File: config.mk
export PLATFORM = sky130hd
export DESIGN_NAME = instr_fetch_queue
export DESIGN_NICKNAME = d
export VERILOG_FILES = /design/src/rtl/instr_fetch_queue_pkg.sv /design/src/rtl/fetch_fifo.sv /design/src/rtl/instr_fetch_queue.sv
export SDC_FILE = /design/constraint.sdc
export NUM_CORES = 1
export LEC_CHECK = 0
export ABC_AREA = 1
export CAP_MARGIN = 0
export CELL_PAD_IN_SITES_DETAIL_PLACEMENT = 0
export CELL_PAD_IN_SITES_GLOBAL_PLACEMENT = 1
export CORE_UTILIZATION = 30
export DETAILED_ROUTE_END_ITERATION = 7
export GPL_TIMING_DRIVEN = 0
export HOLD_SLACK_MARGIN = 0.02
export PLACE_DENSITY_LB_ADDON = 0.1
export SLEW_MARGIN = 10
export SYNTH_ARGS = -nofsm -noshare
export SYNTH_HDL_FRONTEND = slang
export SYNTH_SLANG_ARGS = --single-unit
File: constraint.sdc
create_clock -name clk -period 4.6 [get_ports clk]
set_input_delay 1.15 -clock clk [delete_from_list [all_inputs] [get_ports clk]]
set_output_delay 1.15 -clock clk [all_outputs]
set_load 0.02 [all_outputs]
File: src/rtl/instr_fetch_queue_pkg.sv
// Shared fetch/decode definitions: fetch word layout, PC step and fetch FSM states.
// Decode imports this package to unpack {instr, pc}.
package instr_fetch_queue_pkg;

    localparam int          FETCH_W   = 64;
    localparam int          INSTR_LSB = 32;
    localparam logic [31:0] PC_STEP   = 32'd4;

    typedef enum logic [1:0] {
        S_BOOT  = 2'd0,
        S_RUN   = 2'd1,
        S_DRAIN = 2'd2
    } fetch_state_t;

    function automatic logic [FETCH_W-1:0] pack_fetch(input logic [31:0] instr,
                                                      input logic [31:0] pc);
        return {instr, pc};
    endfunction

    function automatic logic [31:0] fetch_instr(input logic [FETCH_W-1:0] word);
        return word[FETCH_W-1:INSTR_LSB];
    endfunction

    function automatic logic [31:0] fetch_pc(input logic [FETCH_W-1:0] word);
        return word[INSTR_LSB-1:0];
    endfunction

endpackage

File: src/rtl/fetch_fifo.sv
// Synchronous FIFO with flush; head is combinational from storage and reads zero when empty.
// Pointers carry one extra wrap bit so full and empty are distinguishable.
module fetch_fifo #(
    parameter int DEPTH = 4,
    parameter int W     = 64
) (
    input  logic                   clk,
    input  logic                   rst_n,
    input  logic                   push,
    input  logic [W-1:0]           push_data,
    input  logic                   pop,
    input  logic                   flush,
    output logic [W-1:0]           head,
    output logic                   empty,
    output logic [$clog2(DEPTH):0] count
);

    localparam int AW = $clog2(DEPTH);

    logic [W-1:0] mem [DEPTH];
    logic [AW:0]  wr_ptr;
    logic [AW:0]  rd_ptr;
    logic         full;
    logic         do_pop;

    assign count  = wr_ptr - rd_ptr;
    assign empty  = (wr_ptr == rd_ptr);
    assign full   = (wr_ptr[AW] != rd_ptr[AW]) && (wr_ptr[AW-1:0] == rd_ptr[AW-1:0]);
    assign head   = empty ? '0 : mem[rd_ptr[AW-1:0]];
    assign do_pop = pop && !empty;

    always_ff @(posedge clk) begin
        if (!rst_n) begin
            wr_ptr <= '0;
            rd_ptr <= '0;
        end else if (flush) begin
            wr_ptr <= '0;
            rd_ptr <= '0;
        end else begin
            if (push) begin
                wr_ptr <= wr_ptr + (AW+1)'(1);
            end
            if (do_pop) begin
                rd_ptr <= rd_ptr + (AW+1)'(1);
            end
        end
    end

    always_ff @(posedge clk) begin
        if (push && !flush) begin
            mem[wr_ptr[AW-1:0]] <= push_data;
        end
    end

    // The producer's credit scheme must never let a push land on a full queue.
    always_ff @(posedge clk) begin
        if (rst_n) begin
            assert (!(push && full && !flush));
        end
    end

endmodule

File: src/rtl/instr_fetch_queue.sv
// Fetch producer: issues sequential imem reads from req_pc and queues in-order responses for decode.
// A redirect reloads both PCs, flushes the queue and drops responses still owed to the old path.
//
// state   | meaning
// S_BOOT  | first cycle after reset, no request issued
// S_RUN   | normal sequential fetch
// S_DRAIN | old-path responses outstanding (drop_cnt>0), still fetching new path
module instr_fetch_queue
    import instr_fetch_queue_pkg::*;
#(
    parameter logic [31:0] RESET_PC = 32'h0000_0000,
    parameter int          DEPTH    = 4
) (
    input  logic               clk,
    input  logic               rst_n,
    output logic               imem_req_valid,
    input  logic               imem_req_ready,
    output logic [31:0]        imem_req_addr,
    input  logic               imem_resp_valid,
    input  logic [31:0]        imem_resp_data,
    input  logic               redirect,
    input  logic [31:0]        redirect_addr,
    output logic               fetch_valid,
    input  logic               fetch_ready,
    output logic [FETCH_W-1:0] fetch_instr_pc
);

    localparam int          CW      = $clog2(DEPTH) + 1;
    localparam logic [CW:0] DEPTH_C = (CW+1)'(DEPTH);

    fetch_state_t       state;
    fetch_state_t       state_next;
    logic [31:0]        req_pc;
    logic [31:0]        req_pc_next;
    logic [31:0]        resp_pc;
    logic [31:0]        resp_pc_next;
    logic [31:0]        target_pc;
    logic [CW-1:0]      inflight;
    logic [CW-1:0]      inflight_next;
    logic [CW-1:0]      drop_cnt;
    logic [CW-1:0]      drop_cnt_next;
    logic [CW-1:0]      count;
    logic [CW:0]        credit_used;
    logic               req_fire;
    logic               push;
    logic               pop;
    logic               flush;
    logic               fifo_empty;
    logic [FETCH_W-1:0] fifo_head;
    logic [1:0]         unused_addr_lsb;

    assign unused_addr_lsb = redirect_addr[1:0];
    assign target_pc       = {redirect_addr[31:2], 2'b00};

    // Queue slots plus outstanding requests never exceed DEPTH, so responses always fit.
    assign credit_used    = {1'b0, count} + {1'b0, inflight};
    assign imem_req_valid = (state != S_BOOT) && (credit_used < DEPTH_C);
    assign imem_req_addr  = req_pc;
    assign req_fire       = imem_req_valid && imem_req_ready;

    assign flush          = redirect && (state != S_BOOT);
    assign push           = imem_resp_valid && !redirect && (drop_cnt == '0);
    assign pop            = fetch_valid && fetch_ready && !redirect;
    assign fetch_valid    = !fifo_empty;
    assign fetch_instr_pc = fifo_head;

    fetch_fifo #(
        .DEPTH (DEPTH),
        .W     (FETCH_W)
    ) u_fifo (
        .clk       (clk),
        .rst_n     (rst_n),
        .push      (push),
        .push_data (pack_fetch(imem_resp_data, resp_pc)),
        .pop       (pop),
        .flush     (flush),
        .head      (fifo_head),
        .empty     (fifo_empty),
        .count     (count)
    );

    always_comb begin
        state_next    = state;
        req_pc_next   = req_pc;
        resp_pc_next  = resp_pc;
        drop_cnt_next = drop_cnt;
        inflight_next = inflight + CW'(req_fire) - CW'(imem_resp_valid);

        if (redirect) begin
            req_pc_next  = target_pc;
            resp_pc_next = target_pc;
        end else begin
            if (req_fire) begin
                req_pc_next = req_pc + PC_STEP;
            end
            if (push) begin
                resp_pc_next = resp_pc + PC_STEP;
            end
        end

        // Everything still owed after this edge belongs to the abandoned path.
        if (flush) begin
            drop_cnt_next = inflight_next;
        end else if (imem_resp_valid && (drop_cnt != '0)) begin
            drop_cnt_next = drop_cnt - CW'(1);
        end

        case (state)
            S_BOOT:         state_next = S_RUN;
            S_RUN, S_DRAIN: state_next = (drop_cnt_next != '0) ? S_DRAIN : S_RUN;
            default:        state_next = S_BOOT;
        endcase
    end

    always_ff @(posedge clk) begin
        if (!rst_n) begin
            state    <= S_BOOT;
            req_pc   <= RESET_PC;
            resp_pc  <= RESET_PC;
            inflight <= '0;
            drop_cnt <= '0;
        end else begin
            state    <= state_next;
            req_pc   <= req_pc_next;
            resp_pc  <= resp_pc_next;
            inflight <= inflight_next;
            drop_cnt <= drop_cnt_next;
        end
    end

    always_ff @(posedge clk) begin
        if (rst_n) begin
            assert (!(imem_resp_valid && (inflight == '0)));
        end
    end

endmodule
[Word level (Yosys, flattened, before mapping)]
Memory sizes are Yosys's and may differ from the RTL's. A register that Yosys moved wholly into a read port is not among the register bits.
Cells that the tools add are included.
Cells by class
  multiplexer cells: 13
  bitwise operators: 1
  equality and inequality tests: 3
  reduce and logical (&&, ||, !) cells: 23
  add/subtract/negate cells: 9
  $lt $le $gt $ge: 1
Operator list (count)
  $mux W32: 4
  $add A32 B3 Y32 const B: 2
  $mux W64: 1
  $logic_and A1 B1 Y1: 10
  $add A3 B1 Y3 const B: 2
  $mux W2: 3
  $mux W3: 2
  $reduce_bool A2 Y1: 3
  $reduce_bool A3 Y1: 2
  $reduce_or A2 Y1: 3
  $add A3 B3 Y4: 1
  $lt A4 B3 Y1 const B: 1
  $pmux W2 S2: 1
  $add A3 B1 Y3: 1
  $eq A3 B3 Y1: 1
  $logic_not A1 Y1: 3
  $logic_not A3 Y1: 1
  $sub A3 B1 Y3: 1
  $sub A3 B1 Y3 const B: 1
  $sub A3 B3 Y3: 1
  $eq A2 B1 Y1 const B: 1
  $eq A2 B2 Y1 const B: 1
  $logic_not A2 Y1: 1
  $mux W1: 2
  $not A1 Y1: 1
Word-level totals
  register bits after elaboration: 78
  logic and storage cells: 60
  memories kept: 1
  input bits: 70
  bits in writable memories: 256
Memories
  u_fifo.mem: words 4, bits a word 64, read ports 1, clocked after memory_dff 1, write ports 1, RTL line fetch_fifo.sv:20  | logic [W-1:0] mem [DEPTH];

[Longest topological paths before layout]
Gate-level depths: netlist (run 1).
  depth after elaboration: 11
  gate-level depth with buffers: 17
  depth with buffers taken out: 17

[Hierarchy]
Synthesis (run 1) repeated with hierarchy kept, for this count alone.
Unflattened totals
  cells, all modules: 1584
  area total of the unflattened synthesis: 15163.3 um2
By module, submodules not included
  fetch_fifo: cells an instance 820, instances 1, area each 10423.7 um2, sequential area each 7847.5 um2
  instr_fetch_queue: cells an instance 764, instances 1, area each 4739.5 um2, sequential area each 1361.3 um2

[Worst setup path after synthesis (run 1)]
Ideal clock, no wire load.
  kind: input to register
  start: input port imem_resp_valid
  end: memory u_fifo.mem[3][10], enable pin
  setup slack: -59 ps
  buffers on the path: 0
  cell stages on the path: 4
  setup time: 485 ps
  arrival time: 4174 ps
  required time: 4115 ps
  cells stage by stage: nand2_1 -> nor2_2 -> inv_2 -> nor2_1
On the way
  longest elaborated chain between the ends: 5
Ends and longest elaborated chain
  start: declaration: RTL line instr_fetch_queue.sv:19  | input logic imem_resp_valid,
  $logic_and A1 B1 Y1 (2 in series): RTL line instr_fetch_queue.sv:62  | assign push = imem_resp_valid && !redirect && (drop_cnt == '0);
  $logic_and A1 B1 Y1: RTL line fetch_fifo.sv:50  | if (push && !flush) begin
  $mux W1: RTL line fetch_fifo.sv:50
  $mux W1 (not written as such): RTL line fetch_fifo.sv:51  | mem[wr_ptr[AW-1:0]] <= push_data;
  end: declaration: RTL line fetch_fifo.sv:20
No other way between the ends.

[Final worst setup path (run 1)]
  start: register u_fifo.wr_ptr[0]
  end: output port fetch_instr_pc[16]
On the way
  longest elaborated chain between the ends: 2
Ends and longest elaborated chain
  start: declaration: RTL line fetch_fifo.sv:21  | logic [AW:0] wr_ptr;
  start signal: assignment: RTL line fetch_fifo.sv:41  | wr_ptr <= wr_ptr + (AW+1)'(1);
  $eq A3 B3 Y1: RTL line fetch_fifo.sv:27  | assign empty = (wr_ptr == rd_ptr);
  $mux W64: RTL line fetch_fifo.sv:29  | assign head = empty ? '0 : mem[rd_ptr[AW-1:0]];
  end: declaration: RTL line instr_fetch_queue.sv:25  | output logic [FETCH_W-1:0] fetch_instr_pc
No other way between the ends.

==> reports/qor.txt, run 1 <==
status -> finished clean
Hold/Removal Path Class -> flip-flop to flip-flop
DR vias/cell -> 4.66
standard-cell row count -> 80
n_diodes -> 0
DR vias -> 11,300
global-route wire length before repair -> 68,300 um
Pwr Density -> 474 nW/um2
share of cells above drive strength 1 -> 0.0684
cell area after synthesis -> 14,700 um2
port bufs -> 161
GR Util met3 -> 0.0307
met1 Track Usage GR -> 0.239
Final Setup Violations -> 0
non-filler cells, final -> 2,429
f_max -> 235 MHz
ANT nets after route -> 0
EDFF count, synth -> 248
die height -> 223 um
Lkg Pwr -> 6.62 nW
Worst VDD drop -> 0.256 mV
CTS tree -> done
CP Class -> flip-flop to primary output
Initial DRC Count -> 658
clock latency on the worst-skew pair -> 0.55 ns
Slew @ Worst Pin -> 0.818 ns
effective utilization at floorplan -> 0.306
GPL Wtd Cong -> 0.792
DRT Pass-1 Iters -> 5
grt ovf -> 0
Mean Syn Cell Area -> 9.35 um2
# IOs -> 168
initial antenna violation count -> 0
Post-Syn Instances -> 1,571
Primary FF master, synth -> edfxtp_1
Slew Limit Fails -> 0
layout overhead on the synthesized area -> 25.7%
Die W -> 223 um
Worst Path Max Fanout -> 10
maxcap violations -> 0
unrepaired setup endpoints after global routing -> false
DR WL/cell -> 18.7 um
buffer count from post-CTS setup fixing -> 0
critical path launch point type -> flip-flop
Fin. Hold Viols -> 0
synth warn -> 0
share of the synthesized area in the top cell type -> 0.507
Yosys top cell by area -> edfxtp_1
Routed WL -> 45,300 um
busiest layer in global routing -> met2
grt met2 use -> 0.310
# H-tree levels -> 2
Tcrit/Tclk final -> 0.927
CTS max path bufs -> 3
post-synthesis sequential area ratio -> 0.611
Final nets -> 1,874
Final Skew -> 0.00763 ns
hold buffers post-CTS -> 0
clock sinks -> 324
post_cts resized -> 0
DIE AREA -> 49,900 um2
min Tclk post-route -> 4.26 ns
Rel. slew slack -> 0.455
dpl cell area -> 17,300 um2
CTS root buf -> clkbuf_16
CTS buffer count -> 39
residual DRC count -> 0
# fillers -> 4,868
ys async rst share -> 0
Detailed Place HPWL -> 31,300 um
vias in the first global route -> 11,300
Final TNS setup -> 0 ns
dpl cells -> 2,359
largest net degree at the start of global routing -> 25
core box area -> 48,000 um2
Synth cell types -> 37
CP Data Arrival Time -> 3.11 ns
largest cells by area after synthesis -> edfxtp_1 51%, dfxtp_1 10%, nor2_1 8.5%, o21ai_0 5.8%, nand2_1 5.7%
worst path required time -> 3.45 ns
clock slew at the register clock pins of the worst setup and hold paths -> 0.06 ns
gr usage total -> 0.182
Yosys reg bits -> 324
Design Area, Final -> 18,500 um2
crit path capture type -> primary output
[metrics by stage]
stage                     utilization  setup WS [ns]  hold WS (ns)  total power (W)
after floorplan                     -       -0.00688         0.475          0.00490
after global placement          0.356          -3.42         0.491          0.00600
after detailed placement        0.360          0.553         0.494          0.00602
after CTS                       0.384          0.195         0.504          0.00890
after global routing            0.384          0.111         0.516          0.00924
final                           0.384          0.337         0.502          0.00876
[worst paths after layout]
check                                                   start                       endpoint  slack, ns  cells after the start
worst min register to register  u_fifo.wr_ptr[0]$_SDFFE_PP0P_  u_fifo.wr_ptr[0]$_SDFFE_PP0P_       0.50                      2
worst min-delay path            u_fifo.wr_ptr[0]$_SDFFE_PP0P_  u_fifo.wr_ptr[0]$_SDFFE_PP0P_       0.50                      2
worst max-delay path            u_fifo.wr_ptr[0]$_SDFFE_PP0P_             fetch_instr_pc[16]       0.34                      7
worst max register to register  u_fifo.wr_ptr[0]$_SDFFE_PP0P_            state[0]$_SDFF_PN0_       1.07                     17
[cells in the final DEF (no fill, tap or decap), drive strengths merged]
cell           synthesis  final
nor2                 348    348
edfxtp               248    248
nand2                229    229
o21ai                173    173
clkdlybuf4s50          0    161
inv                  125    125
a21oi                122    122
clkbuf                44     94
nand3                 87     87
dfxtp                 76     76
buf                   30     39
ha                    17     17
clkinv                 0     17
a31oi                 13     13
xor2                  10     10
nand3b                 8      8
nand4                  8      8
xnor2                  6      6
o211ai                 6      6
nor3                   5      5
or2                    5      5
conb                   1      4
a211oi                 2      2
nor3b                  2      2
o21bai                 2      2
and2                   2      2
fa                     2      2
clkinvlp               0      2
bufinv                 0      1
[cells by family (layout without fill, tap and decap cells)]
family,after synthesis,in the layout,synth area share
compound gates,318,318,0.111
xor+xnor,16,16,0.00954
fa+ha+maj,19,19,0.0172
buf+inv,199,439,0.0546
flops,324,324,0.611
other cells,1,4,0.000255
simple gates,694,694,0.197
[per-layer routing]
layer	part of all wire	wire length, um	vias up
met5	0	0	-
met4	0.023	1050	0
met3	0.037	1680	64
met2	0.48	21700	224
met1	0.46	20900	5297
li1	-	-	5727
[power by group]
part	internal [W]	switching, W
clock network	0.00162	0.00123
logic	0.000859	0.00146
registers	0.00342	0.000179
total	0.00590	0.00286
[final cells by class]
| type | count | area, um2 | share of cell area |
|---|---|---|---|
| Timing Repair Buffer | 170 | 1810 | 0.0978 |
| Clock inverter | 20 | 143 | 0.00772 |
| Clock buffer | 50 | 1020 | 0.0551 |
| Buffer | 74 | 333 | 0.0180 |
| Multi-Input combinational cell | 1051 | 4960 | 0.269 |
| Inverter | 125 | 469 | 0.0254 |
| Sequential cell | 324 | 8970 | 0.486 |
| Tap cell | 615 | 769 | 0.0417 |
[registers in the layout, summed over array words and instances, names as in the netlist, named ones only]
| register | cells |
|---|---|
| u_fifo.mem | 248 |
| imem_req_addr | 30 |
| resp_pc | 30 |
| drop_cnt | 3 |
| inflight | 3 |
| u_fifo.rd_ptr | 3 |
| u_fifo.wr_ptr | 3 |
| state | 2 |
[Yosys cell counts, types with 3 or more instances]
cell type and n:
nand2_2 7, nand4_1 8, o211ai_1 6, nand3b_1 8, nand3_1 86, o21ai_1 3, a21oi_1 122, inv_1 118
a31oi_1 13, o21ai_0 170, inv_2 7, buf_2 22, ha_1 17, edfxtp_1 248, nor2_4 5, xor2_1 10
nor2_2 9, or2_2 4, nor2_1 334, clkbuf_1 43, xnor2_1 6, nor3_1 4, nand2_1 222, dfxtp_1 76
buf_4 5
[critical path: stages, from the launching register on]
cell	delay, ns
dfxtp_1	0.37
inv_1	0.11
ha_1	0.32
nand4_1	0.18
inv_2	0.28
clkbuf_1	0.52
a21oi_1	0.18
clkdlybuf4s50_1	0.59
Power figures use the tool's default switching activity.
==> run 2: changes to the inputs <==
DONT_BUFFER_PORTS = 1   (was unset)
==> reports/qor.txt, run 2 (same netlist as run 1, synthesis figures left out) <==
Top delay family on crit path -> buffers and inverters (unchanged)
residual DRC count -> 0 (unchanged)
Critical Path, Cell by Cell -> inv_1 > ha_1 > nand4_1 > inv_2 > clkbuf_1 > a21oi_1 (was inv_1 > ha_1 > nand4_1 > inv_2 > clkbuf_1 > a21oi_1 > clkdlybuf4s50_1)
Sw Share -> 0.330 (was 0.327)
dpl cells -> 2,199 (was 2,359)
gr usage total -> 0.183 (was 0.182)
Critical Path Source -> u_fifo.wr_ptr[0]$_SDFFE_PP0P_ (unchanged)
CP Class -> flip-flop to primary output (unchanged)
initial antenna violation count -> 0 (unchanged)
DR vias -> 10,800 (was 11,300)
f_max -> 248 MHz (was 235 MHz)
clock share of power -> 0.352 (was 0.326)
Lkg Pwr -> 6.07 nW (was 6.62 nW)
crit path capture type -> primary output (unchanged)
Int Power -> 0.00561 W (was 0.00590 W)
standard-cell row count -> 80 (unchanged)
post_cts resized -> 0 (unchanged)
port bufs -> 0 (was 161)
Tcrit/Tclk final -> 0.877 (was 0.927)
min Tclk post-route -> 4.03 ns (was 4.26 ns)
layout overhead on the synthesized area -> 15.3% (was 25.7%)
DR WL/cell -> 19.9 um (was 18.7 um)
vias in the first global route -> 10,600 (was 11,300)
CTS max path bufs -> 3 (unchanged)
GPL Wtd Cong -> 0.798 (was 0.792)
Detailed Place HPWL -> 31,300 um (about the same)
NetSw -> 0.00276 W (was 0.00286 W)
final setup margin -> 0.566 ns (was 0.337 ns)
Final Skew -> 0.0120 ns (was 0.00763 ns)
reg2reg start -> u_fifo.wr_ptr[0]$_SDFFE_PP0P_ (unchanged)
most frequent cells in the layout -> 330 x nor2_1, 248 x edfxtp_1, 222 x nand2_1 (unchanged)
status -> finished clean (unchanged)
largest net degree at the start of global routing -> 25 (unchanged)
Final nets -> 1,714 (was 1,874)
Power Total -> 0.00838 W (was 0.00876 W)
unrepaired setup endpoints after global routing -> false (unchanged)
hold buffers post-CTS -> 0 (unchanged)
critical path launch point type -> flip-flop (unchanged)
grt ovf -> 0 (unchanged)
Pwr Density -> 495 nW/um2 (was 474 nW/um2)
ANT nets after route -> 0 (unchanged)
Min Hold Slack -> 0.508 ns (was 0.502 ns)
CTS root buf -> clkbuf_16 (unchanged)
WP buf/inv -> 3 (was 4)
effective utilization at floorplan -> 0.306 (unchanged)
CTS buffer count -> 39 (unchanged)
share of cells above drive strength 1 -> 0.0781 (was 0.0684)
most common cell after layout, fill and taps aside -> nor2_1 (unchanged)
CP Data Arrival Time -> 2.88 ns (was 3.11 ns)
buffer count from post-CTS setup fixing -> 0 (unchanged)
Slew @ Worst Pin -> 0.932 ns (was 0.818 ns)
Final Setup Violations -> 0 (unchanged)
Slew Limit Fails -> 0 (unchanged)
clock slew at the register clock pins of the worst setup and hold paths -> 0.06 ns (about the same)
die height -> 223 um (unchanged)
# H-tree levels -> 2 (unchanged)
DIE AREA -> 49,900 um2 (unchanged)
Hold Crit Start -> u_fifo.wr_ptr[0]$_SDFFE_PP0P_ (unchanged)
clock sinks -> 324 (unchanged)
CP peak stage delay -> 0.50 ns (was 0.59 ns)
sequential group share of total power -> 0.436 (was 0.410)
CP max stage cell -> clkbuf_1 (was clkdlybuf4s50_1)
clock latency on the worst-skew pair -> 0.55 ns (about the same)
CTS tree -> done (unchanged)
# IOs -> 168 (unchanged)
Routed WL -> 45,200 um (was 45,300 um)
Rel. slew slack -> 0.379 (was 0.455)
n_diodes -> 0 (unchanged)
Logic pwr share -> 0.212 (was 0.264)
DRT Pass-1 Iters -> 5 (unchanged)
Worst VDD drop -> 0.224 mV (was 0.256 mV)
DP Worst Slack -> 1.02 ns (was 0.553 ns)
max reg flops -> 248 (unchanged)
core box area -> 48,000 um2 (unchanged)
Fin. Hold Viols -> 0 (unchanged)
DR vias/cell -> 4.76 (was 4.66)
Initial DRC Count -> 479 (was 658)
Hold/Removal Path Class -> flip-flop to flip-flop (unchanged)
Die W -> 223 um (unchanged)
global-route wire length before repair -> 67,600 um (was 68,300 um)
Worst Path Max Fanout -> 10 (unchanged)
worst path required time -> 3.45 ns (about the same)
non-filler cells, final -> 2,266 (was 2,429)
maxcap violations -> 0 (unchanged)
run 2: cell types whose count changed in the layout (fill, tap and decap cells not counted), sizes merged:
| cell | delta |
|---|---|
| buf | +1 |
| clkdlybuf4s50 | -161 |
| inv | +1 |
| bufinv | +2 |
| clkinv | -4 |
| clkbuf | -2 |
run 2: cell type report:
cell class,instances,area (um2)
Clock buffer,48,1030
Sequential cell,324,8970
Timing Repair Buffer,10,223
Inverter,125,469
Buffer,74,333
Fill cell,4961,31100
Multi-Input combinational cell,1051,4960
Tap cell,615,769
Clock inverter,19,189
run 2: worst min-delay path, cell delays in order (launching register included):
cell,delay [ns]
dfxtp_1,0.34
nand2_1,0.07
a21oi_1,0.05
run 2: final timing paths:
check	to	slack (ns)	cells past startpoint
worst max-delay path	fetch_instr_pc[17]	0.57	6
worst min-delay path	u_fifo.wr_ptr[0]$_SDFFE_PP0P_	0.51	2
worst max register to register	state[0]$_SDFF_PN0_	1.05	17
worst min register to register	u_fifo.wr_ptr[0]$_SDFFE_PP0P_	0.51	2
run 2: routing by layer:
layer	global-route usage	up-vias	wire [um]	share of wire
met5	0	-	0	0
met4	0.0579	0	1130	0.025
met3	0.0408	63	2420	0.054
met2	0.312	240	21700	0.48
met1	0.230	5066	19900	0.44
li1	-	5421	-	-
run 2: power groups by stage:
stage                     logic [W]  clock network, W  registers, W
after floorplan             0.00124                 0       0.00365
after global placement      0.00176                 0       0.00374
after detailed placement    0.00182                 0       0.00371
after CTS                   0.00183           0.00304       0.00365
after global routing        0.00199           0.00314       0.00368
final                       0.00178           0.00295       0.00365
run 2: per-stage QoR:
stage	area (um2)	TNS (ns)	utilization
4_1_cts	16900	0	0.353
2_1_floorplan	14700	-1.28	-
5_1_grt	16900	0	0.353
6_report	16900	0	0.353
3_3_place_gp	15500	-586.00	0.322
3_5_place_dp	15700	0	0.327
==> run 3: changes to the inputs <==
HOLD_SLACK_MARGIN = 0.06   (was 0.02)
==> results of run 3 <==
No change in the layout: final DEF, timing and power equal those of run 2.
